--- config.mk ---
export PLATFORM = sky130hd
export DESIGN_NAME = fifo_rr_arbiter
export DESIGN_NICKNAME = d
export VERILOG_FILES = /design/src/rtl/fifo_rr_arbiter.sv
export SDC_FILE = /design/constraint.sdc
export NUM_CORES = 1
export LEC_CHECK = 0
export CAP_MARGIN = 5
export CORE_UTILIZATION = 43
export CTS_CLUSTER_DIAMETER = 40
export CTS_CLUSTER_SIZE = 10
export DETAILED_ROUTE_END_ITERATION = 6
export HOLD_SLACK_MARGIN = 0.1
export PLACE_DENSITY = 0.93
export SLEW_MARGIN = 20
export SYNTH_ARGS = -nofsm -noshare
export SYNTH_HDL_FRONTEND = slang
export SYNTH_SLANG_ARGS = --single-unit
--- constraint.sdc ---
create_clock -name clk -period 7.8 [get_ports clk]
set_input_delay 1.56 -clock clk [delete_from_list [all_inputs] [get_ports clk]]
set_output_delay 1.56 -clock clk [all_outputs]
set_load 0.05 [all_outputs]
--- src/rtl/fifo_rr_arbiter.sv ---
// fifo_rr_arbiter: drains a bank of class FIFOs into one output FIFO.
// Non-empty queues are served in round-robin order, up to MAX_BURST consecutive
// pops per queue. A two-stage pipeline covers the registered read latency of the
// class FIFOs, so a pop in cycle N becomes a push in cycle N+2. Pops stop while the
// output FIFO reports almost_full or full; words already in the pipeline still drain.
module fifo_rr_arbiter #(
   parameter int DATA_SIZE  = 12,
   parameter int NUM_QUEUES = 4,
   parameter int QID_W      = 2,
   parameter int MAX_BURST  = 2
) (
   input  logic                             clk,
   input  logic                             reset_L,
   input  logic [NUM_QUEUES-1:0]            fifo_empty,
   input  logic [NUM_QUEUES*DATA_SIZE-1:0]  fifo_data_out,
   input  logic                             out_almost_full,
   input  logic                             out_full,
   output logic [NUM_QUEUES-1:0]            pop,
   output logic                             push,
   output logic [DATA_SIZE-1:0]             data_out,
   output logic [QID_W-1:0]                 grant_id,
   output logic                             arb_idle
);

   typedef enum logic {
      IDLE  = 1'b0,
      BURST = 1'b1
   } state_t;

   localparam logic [2:0] MAX_BURST_C = 3'(MAX_BURST);

   state_t                 state;
   state_t                 state_next;
   logic [QID_W-1:0]       rr_ptr;
   logic [QID_W-1:0]       rr_ptr_next;
   logic [QID_W-1:0]       grant_next;
   logic [2:0]             burst_cnt;
   logic [2:0]             burst_next;

   logic                   pop_valid;
   logic [QID_W-1:0]       pop_idx;

   logic                   v1;
   logic [QID_W-1:0]       sel1;

   logic                   bp;
   logic [NUM_QUEUES-1:0]  eligible;
   logic                   start_found;
   logic [QID_W-1:0]       start_q;
   logic                   next_found;
   logic [QID_W-1:0]       next_q;

   logic [DATA_SIZE-1:0]   words [NUM_QUEUES];

   // First eligible queue scanning start, start+1, ... with natural wrap.
   // The MSB of the result says whether any queue was eligible at all.
   function automatic logic [QID_W:0] scan_from(input logic [NUM_QUEUES-1:0] elig,
                                                input logic [QID_W-1:0]      start);
      logic             found;
      logic [QID_W-1:0] idx;
      logic [QID_W-1:0] pick;
      found = 1'b0;
      pick  = start;
      for (int k = 0; k < NUM_QUEUES; k++) begin
         idx = start + QID_W'(k);
         if (!found && elig[idx]) begin
            found = 1'b1;
            pick  = idx;
         end
      end
      return {found, pick};
   endfunction

   for (genvar g = 0; g < NUM_QUEUES; g++) begin : g_words
      assign words[g] = fifo_data_out[g*DATA_SIZE +: DATA_SIZE];
   end

   assign bp       = out_almost_full | out_full;
   assign eligible = ~fifo_empty;

   // A fresh grant from IDLE starts at rr_ptr; a handover starts just after the
   // current owner so that the owner itself is the last candidate considered.
   assign {start_found, start_q} = scan_from(eligible, rr_ptr);
   assign {next_found, next_q}   = scan_from(eligible, grant_id + 1'b1);

   assign arb_idle = (state == IDLE) & ~v1 & ~push;

   // Arbitration state register: owner, burst length and round-robin pointer.
   always_ff @(posedge clk) begin
      if (!reset_L) begin
         state     <= IDLE;
         rr_ptr    <= '0;
         burst_cnt <= '0;
         grant_id  <= '0;
      end else begin
         state     <= state_next;
         rr_ptr    <= rr_ptr_next;
         burst_cnt <= burst_next;
         grant_id  <= grant_next;
      end
   end

   // Next-state logic: backpressure wins over everything, then the current burst
   // continues, then ownership hands over in the same cycle, else fall back to IDLE.
   always_comb begin
      state_next  = state;
      rr_ptr_next = rr_ptr;
      burst_next  = burst_cnt;
      grant_next  = grant_id;
      pop_valid   = 1'b0;
      pop_idx     = grant_id;
      case (state)
         IDLE: begin
            if (start_found && !bp) begin
               pop_valid  = 1'b1;
               pop_idx    = start_q;
               grant_next = start_q;
               burst_next = 3'd1;
               state_next = BURST;
            end
         end
         BURST: begin
            if (!bp) begin
               if (eligible[grant_id] && (burst_cnt < MAX_BURST_C)) begin
                  pop_valid  = 1'b1;
                  pop_idx    = grant_id;
                  burst_next = burst_cnt + 3'd1;
               end else if (next_found) begin
                  pop_valid  = 1'b1;
                  pop_idx    = next_q;
                  grant_next = next_q;
                  burst_next = 3'd1;
               end else begin
                  rr_ptr_next = grant_id + 1'b1;
                  state_next  = IDLE;
               end
            end
         end
         default: begin
            state_next = IDLE;
         end
      endcase
   end

   // One-hot read strobe, held off entirely while reset is asserted.
   always_comb begin
      pop = '0;
      if (reset_L && pop_valid) begin
         pop[pop_idx] = 1'b1;
      end
   end

   // Two-stage data pipeline: remember which queue was read, then capture its
   // word one cycle later when the class FIFO presents it.
   always_ff @(posedge clk) begin
      if (!reset_L) begin
         v1       <= 1'b0;
         sel1     <= '0;
         push     <= 1'b0;
         data_out <= '0;
      end else begin
         v1   <= pop_valid;
         sel1 <= pop_idx;
         push <= v1;
         if (v1) begin
            data_out <= words[sel1];
         end
      end
   end

endmodule

After elaboration in Yosys (flattened, before gate mapping)
Cells that the tools add are included.
Widths: inputs -> output; s select.
{"block": "word_totals", "out_inout_bits": 20, "elab_cells": 116, "mem_bits_rw": 0, "latchBits": 0, "inputBits": 56, "register_bits": 22, "rom_bits": 0, "n_memories": 0}
{"block": "op_classes", "mul": 0, "n_shift": 0, "div": 0, "n_eq_ne": 3, "magnitude_cmp": 13, "n_bitwise": 11, "reduce_logical": 19, "n_mux": 55, "add_sub_neg": 8}
{"op": "$lt 2x3->1 const B", "n": 10}
{"op": "$bmux 12 s2", "n": 1}
{"op": "$mux 12", "n": 2}
{"op": "$mux 1", "n": 23}
{"op": "$mux 2", "n": 10}
{"op": "$bmux 1 s2", "n": 9}
{"op": "$mux 3", "n": 4}
{"op": "$logic_and 1x1->1", "n": 10}
{"op": "$add 2x2->2 const B", "n": 4}
{"op": "$logic_not 1->1", "n": 7}
{"op": "$add 2x1->2 const B", "n": 3}
{"op": "$not 1->1", "n": 6}
{"op": "$pmux 3 s2", "n": 1}
{"op": "$mux 4", "n": 1}
{"op": "$not 4->4", "n": 1}
{"op": "$pmux 1 s2", "n": 2}
{"op": "$pmux 2 s2", "n": 1}
{"op": "$reduce_and 4->1", "n": 1}
{"op": "$add 3x1->3 const B", "n": 1}
{"op": "$ge 3x3->1 const B", "n": 1}
{"op": "$lt 3x2->1 const B", "n": 1}
{"op": "$ne 3x1->1 const B", "n": 1}
{"op": "$not 2->3", "n": 1}
{"op": "$reduce_and 3->1", "n": 1}
{"op": "other kinds (6)", "n": 7}

Depth between registers and ports, before layout
{"block": "depth", "word_depth": 22, "depth_mapped": 7, "ltp_nobuf": 6}

Worst setup path before layout
No wires, ideal clock.
{"block": "synth_timing", "kind": "input port to output port", "startpoint": "in fifo_empty[1]", "endpoint": "out pop[3]", "setup_slack_ns": 2.240, "cell_stages": 7, "arrival_time_ns": 4.000, "cell_sequence": "clkbuf_1 > nor2b_1 > mux4_2 > a2111oi_4 > mux2i_1 > nor2b_2 > nor3_1"}
{"block": "synth_between", "elab_chain_len": 22, "word_cells_on_any_way": 64}
{"element": "from (decl)", "line": "14", "rtl": "input logic [NUM_QUEUES-1:0] fifo_empty,"}
{"element": "$not 4->4 (*)", "line": "79", "rtl": "assign eligible = ~fifo_empty;"}
{"element": "$bmux 1 s2", "line": "66", "rtl": "if (!found && elig[idx]) begin"}
{"element": "$mux 1 (implied by the code)", "line": "66"}
{"element": "$mux 1", "line": "66"}
{"element": "$logic_not 1->1", "line": "66"}
{"element": "$logic_and 1x1->1", "line": "66"}
{"element": "$mux 1", "line": "66"}
{"element": "$logic_not 1->1", "line": "66"}
{"element": "(+4 left out)"}
{"element": "$mux 2 / $mux 1 (equally long branches)", "line": "66"}
{"element": "$mux 2 (3 in a row)"}
{"element": "$pmux 2 s2"}
{"element": "$lt 2x3->1 (implied by the code) / $ge 2x1->1 (equally long branches)", "line": "149", "rtl": "pop[pop_idx] = 1'b1;"}
{"element": "$logic_and 1x1->1 (implied by the code)", "line": "149"}
{"element": "$mux 1 (implied by the code)", "line": "149"}
{"element": "$demux 1 s2", "line": "149"}
{"element": "$mux 4 (*)", "line": "148", "rtl": "if (reset_L && pop_valid) begin"}
{"element": "to (decl)", "line": "18", "rtl": "output logic [NUM_QUEUES-1:0] pop,"}
Every way passes the cells marked *; elsewhere a longest branch is shown, timed or not. The select of a mux whose other input is x is not followed.

Final worst setup path
{"block": "layout_timing", "startpoint": "in fifo_empty[0]", "endpoint": "out pop[1]"}
The elaborated chain is that of the path after synthesis.

==> results_dict.tcl <==
set metrics [dict create \
    status "completed" \
    yosys.area.top_type_share 0.297 \
    clk_latency_ns 0.31 \
    fin_nets 276 \
    ys.flop_type "dfxtp_1" \
    cp-end-kind "output pin" \
    grt_start_max_net_pins 22 \
    routedWlPerCell_um 14.7 \
    synth-simple-area-share 0.199 \
    rows 20 \
    synthArstFlopShare 0 \
    post_cts.repair.setup_buffers 0 \
    gp_congestion 0.805 \
    die-width_um 60.7 \
    setup-tns-final_ns 0 \
    fin_skew_ns 0.00311 \
    cts_tree "done" \
    synth_compound_area_frac 0.140 \
    ff2ff_path_depth 6 \
    dp_cells 258 \
    drive_gt1_frac 0.124 \
    p_sw_frac 0.291 \
    core_area_mm2 0.00315 \
    path_max_fanout 10 \
    pwr-share-clk 0.223 \
    required_ns 6.24 \
    synth_top_area_cell "dfxtp_1" \
    slowest_delay_ns 0.82 \
    synth_area_mm2 0.00148 \
    fin_crit_sh 0.788 \
    start_util 0.471 \
    grt_antenna_before_repair 0 \
    ys_warn_count 0 \
    grt_pass1_wl_um 5990 \
    wl_um 3860 \
    synth_edf_count 0 \
    die-area_mm2 0.00369 \
    setup_slack_ns 1.65 \
    seqPwrFrac 0.442 \
    yosysUniqueCellTypes 38 \
    clock-root-buffer "clkbuf_4" \
    switchingPower_mw 0.0812 \
    via_per_inst 5.44 \
    gr-usage-all-layers 0.220 \
    p_comb_frac 0.336 \
    first_iter_violations 40 \
    max_freq_ghz 0.163 \
    leakage_nw 0.779 \
    htree_levels 1 \
    ctsResizeCount 0 \
    crit_chain "clkdlybuf4s50_1, nor2b_1, mux4_2, a2111oi_4, mux2i_1, nand2b_4, and3_1, clkdlybuf4s50_1" \
    setup_viol 0 \
    slew_headroom 0.423 \
    synth_top_family_by_area "multiplexers" \
    yosys-top-cells-area "dfxtp_1, mux4_2, mux2i_1" \
    synth-xor-area-share 0 \
    crit_path_start_kind "input port" \
    fin_util 0.722 \
    cts.path.max_buffers 2 \
    cts.sinks 22 \
    path_common_cell "clkdlybuf4s50_1" \
    avgSynthCellArea_um2 9.83 \
    clk_pin_slew_worst_paths_ns 0.12 \
    fin_crit_ns 6.15 \
    numCtsBuffers 3 \
    diodes 0 \
    die_y_um 60.7 \
    holdPathStages 1 \
    r2r_end "sel1[0]$_SDFF_PN0_" \
    via_count 1424 \
    final_cells 262 \
    cts_hold_buf 0 \
    slew_viol_final 0 \
    grt_pass1_vias 1367 \
    place_ws_ns 1.66 \
    io_buffer_count 75 \
    peakVddDrop_mv 0.120 \
    power_mw 0.279 \
    synthMuxAreaShare 0.307 \
    worstPathArrival_ns 4.59 \
    path_class "in2out" \
    io_pins 76 \
    nFillCells 246 \
    syn-num-nets 208 \
    rsz0062_at_grt "no" \
    grt.overflow.total 0 \
    worstMarginPinSlew_ns 0.865 \
    ys_ff_latch 22 \
    syn_inst 151 \
    worstHoldStart "burst_cnt[0]$_SDFFE_PN0P_" \
    area_growth_pct 53.4 \
    dr.pass1.iters 4 \
    internal-power_mw 0.198 \
    drc 0 \
    dp_hpwl_um 3080 \
    cpMaxStageDelayCell "clkdlybuf4s50_1" \
    ff2ff_setup_slack_ns 5.41 \
    ant_nets 0 \
    hold_viol 0 \
    cap_violations 0 \
    synthAdderAreaFrac 0.00843 \
    hp-class "reg2reg" \
    min_to "burst_cnt[0]$_SDFFE_PN0P_" \
    power.density_mw_per_mm2 123 \
    seq_area_frac_synth 0.297 \
    rr_startpoint "sel1[1]$_SDFF_PN0_" \
]
[stage by stage]
stage                     hold slack (ns)  instance area, um^2
after floorplan                     0.444                 1480
after global placement              0.462                 2240
after detailed placement            0.470                 2240
after CTS                           0.490                 2280
after global routing                0.526                 2280
final                               0.490                 2280
[cell type report]
| type | instances | area [um^2] | share of cell area |
|---|---|---|---|
| tap | 44 | 55.1 | 0.0242 |
| clock buffer | 4 | 36.3 | 0.0159 |
| inverter | 4 | 15.0 | 0.00660 |
| multi-input combinational | 112 | 971 | 0.427 |
| timing repair buffer | 76 | 758 | 0.333 |
| sequential | 22 | 440 | 0.194 |
[logic make-up (layout without fill, tap and decap cells)]
group,count (synthesis),count (layout)
adder cells (fa/ha/maj),1,1
flip-flops,22,22
AO/OA/AOI/OAI,24,24
buffers and inverters,17,84
multiplexers,29,29
AND/OR/NAND/NOR,58,58
[how the worst max path moves through the flow]
stage	from	end	cells after the start
finish	fifo_empty[0]	pop[1]	8
global route	fifo_empty[0]	pop[1]	8
CTS	fifo_empty[0]	pop[1]	8
detailed placement	fifo_empty[0]	pop[1]	8
global placement	fifo_empty[0]	pop[1]	8
floorplan	fifo_empty[1]	pop[3]	7
[synth_stat cells (2+ instances only)]
master	number
nor2_1	25
dfxtp_1	22
mux2i_1	14
mux4_2	13
buf_2	7
clkbuf_1	6
nand2_1	6
nor3_1	6
o21ai_0	5
inv_1	4
nor2b_1	4
a21oi_1	3
nand3_1	3
or3_1	3
a211oi_1	2
and3_1	2
mux2_2	2
nand2b_1	2
o2111ai_1	2
or3b_1	2
[metal layers]
layer	part of all wire	GRT usage	vias up
li1	-	-	698
met1	0.40	0.255	667
met2	0.53	0.392	55
met3	0.070	0.0682	4
met4	0.0057	0.0617	0
met5	0	0	-
[flip-flops by register name, summed over array words and instances (netlist names)]
name / flops
v1: 1
rr_ptr: 2
sel1: 2
burst_cnt: 3
data_out: 12
state: 1
push: 1
[placed cells by master, fill, tap and decap left out, types with 2 or more instances in the layout]
cell type / count
clkdlybuf4s50_1: 75
nor2_1: 25
dfxtp_1: 22
mux2i_1: 14
mux4_2: 13
nand2_1: 6
nor3_1: 6
o21ai_0: 5
nor2b_1: 4
inv_1: 4
or3_1: 3
nand3_1: 3
a21oi_1: 3
clkbuf_4: 3
nand2b_1: 2
mux2_2: 2
or3b_1: 2
o2111ai_1: 2
and3_1: 2
a211oi_1: 2
[power groups by stage]
stage          clock [mW]  combinational, mW  sequential [mW]
6_report           0.0623             0.0937            0.123
5_1_grt            0.0698              0.100            0.124
4_1_cts            0.0647             0.0944            0.123
3_5_place_dp            0             0.0940            0.126
3_3_place_gp            0             0.0919            0.126
2_1_floorplan           0             0.0456            0.132
[critical path, delay by kind of cell]
family / cells / cell delay [ns]
compound gates: 1 / 0.23
buf+inv: 2 / 1.43
mux: 2 / 0.81
simple gates: 3 / 0.57
No activity file was read; power rests on OpenSTA's default activity.
